==> src/rtl/rstack_ctrl.sv <==
// rstack_ctrl: return-stack controller for the brus16 core.
// Turns call/return push/pop requests into write and read addresses for
// an external return-stack memory (synchronous write, asynchronous read).
// It also tracks depth and exposes the top of stack. Overflow and underflow
// are trapped in a sticky ERROR state until clear is asserted.
module rstack_ctrl #(
    parameter int WIDTH      = 4,
    parameter int SIZE       = 16,
    parameter int DATA_WIDTH = 13
) (
    input  logic                  clk,
    input  logic                  rst,
    input  logic                  push,
    input  logic                  pop,
    input  logic [DATA_WIDTH-1:0] push_data,
    input  logic                  clear,
    output logic [DATA_WIDTH-1:0] top,
    output logic [WIDTH:0]        depth,
    output logic                  empty,
    output logic                  full,
    output logic                  ovf,
    output logic                  unf,
    output logic                  err,
    output logic [WIDTH-1:0]      mem_dout_addr,
    input  logic [DATA_WIDTH-1:0] mem_dout,
    output logic                  we,
    output logic [WIDTH-1:0]      mem_din_addr,
    output logic [DATA_WIDTH-1:0] mem_din
);

    typedef enum logic {
        ST_RUN   = 1'b0,
        ST_ERROR = 1'b1
    } state_t;

    localparam logic [WIDTH:0]   DEPTH_ONE  = (WIDTH+1)'(1);
    localparam logic [WIDTH:0]   DEPTH_FULL = (WIDTH+1)'(SIZE);
    localparam logic [WIDTH:0]   DEPTH_ZERO = '0;
    localparam logic [WIDTH-1:0] SP_ONE     = WIDTH'(1);

    state_t           state;
    state_t           state_n;
    logic [WIDTH:0]   depth_q;
    logic [WIDTH:0]   depth_n;
    logic             ovf_q;
    logic             ovf_n;
    logic             unf_q;
    logic             unf_n;
    logic [WIDTH-1:0] sp;
    logic [WIDTH-1:0] sp_m1;
    logic             is_empty;
    logic             is_full;

    // The stack pointer is the low bits of depth. When the stack is full it
    // reads 0, and depth keeps the extra bit that tells full apart from empty.
    assign sp       = depth_q[WIDTH-1:0];
    assign sp_m1    = sp - SP_ONE;
    assign is_empty = (depth_q == DEPTH_ZERO);
    assign is_full  = (depth_q == DEPTH_FULL);

    assign depth         = depth_q;
    assign empty         = is_empty;
    assign full          = is_full;
    assign ovf           = ovf_q;
    assign unf           = unf_q;
    assign err           = (state == ST_ERROR);
    assign mem_dout_addr = sp_m1;
    assign mem_din       = push_data;
    assign top           = is_empty ? '0 : mem_dout;

    // State register: reset and clear both return to an empty RUN stack with flags cleared.
    always_ff @(posedge clk) begin
        if (rst) begin
            state   <= ST_RUN;
            depth_q <= '0;
            ovf_q   <= 1'b0;
            unf_q   <= 1'b0;
        end else begin
            state   <= state_n;
            depth_q <= depth_n;
            ovf_q   <= ovf_n;
            unf_q   <= unf_n;
        end
    end

    // Next-state and memory-write decode; clear outranks requests, and reset masks any write.
    always_comb begin
        state_n      = state;
        depth_n      = depth_q;
        ovf_n        = ovf_q;
        unf_n        = unf_q;
        we           = 1'b0;
        mem_din_addr = sp;

        if (clear) begin
            state_n = ST_RUN;
            depth_n = '0;
            ovf_n   = 1'b0;
            unf_n   = 1'b0;
        end else if (state == ST_RUN) begin
            unique case ({push, pop})
                2'b10: begin
                    if (is_full) begin
                        ovf_n   = 1'b1;
                        state_n = ST_ERROR;
                    end else begin
                        we      = 1'b1;
                        depth_n = depth_q + DEPTH_ONE;
                    end
                end
                2'b01: begin
                    if (is_empty) begin
                        unf_n   = 1'b1;
                        state_n = ST_ERROR;
                    end else begin
                        depth_n = depth_q - DEPTH_ONE;
                    end
                end
                2'b11: begin
                    if (is_empty) begin
                        unf_n   = 1'b1;
                        state_n = ST_ERROR;
                    end else begin
                        we           = 1'b1;
                        mem_din_addr = sp_m1;
                    end
                end
                default: begin
                end
            endcase
        end

        if (rst) begin
            we = 1'b0;
        end
    end

endmodule

==> config.mk <==
export PLATFORM = sky130hd
export DESIGN_NAME = rstack_ctrl
export DESIGN_NICKNAME = d
export VERILOG_FILES = /design/src/rtl/rstack_ctrl.sv
export SDC_FILE = /design/constraint.sdc
export NUM_CORES = 1
export LEC_CHECK = 0
export BUFFER_PORTS_ARGS = -buffer_cell sky130_fd_sc_hd__clkbuf_2
export CAP_MARGIN = 20
export CORE_MARGIN = 3
export CORE_UTILIZATION = 38
export CTS_BUF_LIST = sky130_fd_sc_hd__clkbuf_16
export DETAILED_ROUTE_END_ITERATION = 7
export GPL_ROUTABILITY_DRIVEN = 0
export PLACE_DENSITY = 0.9
export SYNTH_ARGS = -nofsm -noshare
export SYNTH_HDL_FRONTEND = slang
export SYNTH_SLANG_ARGS = --single-unit
export TNS_END_PERCENT = 20
==> constraint.sdc <==
create_clock -name clk -period 2.5 [get_ports clk]
set_input_delay 0.125 -clock clk [delete_from_list [all_inputs] [get_ports clk]]
set_output_delay 0.125 -clock clk [all_outputs]
set_load 0.05 [all_outputs]
==> impl_results.md <==
* Synth Instances at 106
* Critical Path Start Type: register
* DIE WIDTH at 54.6 um
* Vias in the first global route at 805
* GR Overflow Total at 0
* Clock Skew at 0.00424 ns
* Wire per inst at 14.6 um
* Fmax at 0.432 GHz
* Clock Latency Late Sink at 0.24 ns
* P&R area growth vs syn at 34.0%
* Pleak at 0.608 nW
* PortBufs at 49
* Synth Flop Type: dfxtp_1
* Critical path destination: mem_din_addr[2]
* Fin Hold WS at 0.219 ns
* TNS Setup at 0 ns
* Slew Viols, Final at 0
* Via density at 5.09
* CTS tree: built
* Status: finished, final reports clean
* Worst EP required at 2.38 ns
* Initial antenna violation count at 0
* Ant. Diodes at 0
* Num ports at 76
* Root buf cell: clkbuf_16
* Crit path DAT at 2.19 ns
* Leading cell type in the layout, fill and taps excluded: clkbuf_2
* Hold WC Path Type: primary input to register
* Top post-synthesis cells by area: dfxtp_1 (18%), ha_1 (13%), buf_4 (11%), nor2b_1 (9.8%), nor2_1 (4.6%)
* Worst Reg-to-Reg Cells at 6
* RSZ-0062 raised after global routing: false
* R2R Setup Slk at 0.57 ns
* Yosys Warn Count at 0
* Num rows at 16
* Final hold vios at 0
* Worst R2R End: depth[4]
* Nets at 186
* # clock sinks at 8
* Slew HR at 0.704
* Die Span Y at 54.6 um
* Setup Fix Bufs, Post-CTS at 0
* Syn avg cell area at 8.46 um^2
* 1st-pass router iterations at 4
* Worst slew pin tran at 0.442 ns
* Synth area leader: dfxtp_1
* Syn_nets at 147
* Maximum VDD drop at 0.436 mV
* Final setup viols at 0
* Synth Cell Area at 897 um^2
* FFs w/ async S/R, synth at 0
* P per Cell Area at 627 nW/um^2
* Post-route ant nets at 0
* Maximum clock path buffer count at 2
* Layout Cells excl Fill at 170
* Placed insts at 167
* Resized Gates After CTS at 0
* Yosys top cell area share at 0.179
* DIE AREA at 2980 um^2
* Core area at 2100 um^2
* HP Start: pop
* First-pass GRT wire length at 3.48 mm
* CP Class: register to output pin
* Vias at 865
* CP Capture Type: output pin
* Post-synth EDFFs at 0
* Post-DP HPWL at 2.01 mm
* Max-cap violations at 0
* Sequential area share after synthesis at 0.179
* WL final at 2.48 mm
* Final worst-path cycle share at 0.927
* Synth unique cells at 34
* Total track usage at 0.163
* Hold-fix buffers, CTS at 0
* Total CTS buffers at 3
* Pin count of the biggest net entering global routing at 18
* Tot Pwr at 0.754 mW
* Yosys reg bits at 8
* DRC at 0
* Worst Path Max Fanout at 5
* Initial Util at 0.427
* Max H-tree Level at 1
* Most frequent cells in the layout: clkbuf_2 (49), nor2_1 (10), ha_1 (9), nor2b_2 (8), dfxtp_1 (7)
* Reg2reg start: depth[0]
* Layout cells sized above 1 at 0.531
* Setup crit start: depth[0]
* Clock-pin slew on the worst setup and hold paths at 0.04 ns
* Drt initial violations at 12
* Fin crit period at 2.32 ns
-- cell families after synthesis --
kind of cell | synth area share
xor+xnor | 0.0586
compound gates | 0.134
simple gates | 0.285
mux | 0.0474
buf+inv | 0.149
fa+ha+maj | 0.148
flops | 0.179
-- critical path, cell delays in order, from the launching register on --
cell        delay (ns)
dfxtp_2           0.39
clkinvlp_4        0.18
ha_1              0.26
nor4b_4           0.14
nor2_1            0.38
a21oi_1           0.19
nor2_4            0.12
clkbuf_2          0.27
-- layer usage --
metal	track usage	share of wire
met3	0.0300	0.081
met5	0	0
met1	0.162	0.36
met4	0.104	0.028
met2	0.303	0.53
-- worst min-delay path by stage --
stage                     cells past startpoint  slack, ns     endpoint
after floorplan                               2       0.28          unf
after global routing                          0       0.25  mem_din[10]
after CTS                                     3       0.21          unf
final                                         3       0.22          unf
after detailed placement                      0       0.25   mem_din[1]
after global placement                        0       0.25   mem_din[1]
-- cell type report --
cell class              count  area [um^2]
inverters                   6         26.3
fillers                   183          900
clock buffers               3         75.1
flip-flops and latches      8          161
repair buffers             50          253
well taps                  27         33.8
multi-input cells          76          653
-- Yosys cell counts (2+ instances only) --
cell / instances
dfxtp_1: 8
xnor2_1: 2
nor2b_1: 14
nor2_1: 11
a21oi_1: 7
nor3_1: 2
nand2_1: 2
buf_4: 13
a21o_1: 2
xor2_1: 4
buf_2: 2
a31oi_1: 2
inv_1: 6
mux2i_1: 2
ha_1: 9
nand3_1: 2
-- report_power, final --
| group | internal (mW) | switching (mW) |
|---|---|---|
| logic | 0.0989 | 0.238 |
| registers | 0.134 | 0.0104 |
| clock network | 0.207 | 0.0670 |
-- through the flow --
stage	util	cell area, um^2	setup slack [ns]
2_1_floorplan	-	952	0.00799
3_3_place_gp	0.536	1130	0.540
3_5_place_dp	0.536	1130	0.461
4_1_cts	0.572	1200	0.202
5_1_grt	0.572	1200	0.0263
6_report	0.572	1200	0.183
-- sequential cells by signal, indices dropped and copies added, names as in the netlist --
register,cells
ovf,1
depth,5
err,1
unf,1
Power figures use the tool's default switching activity.
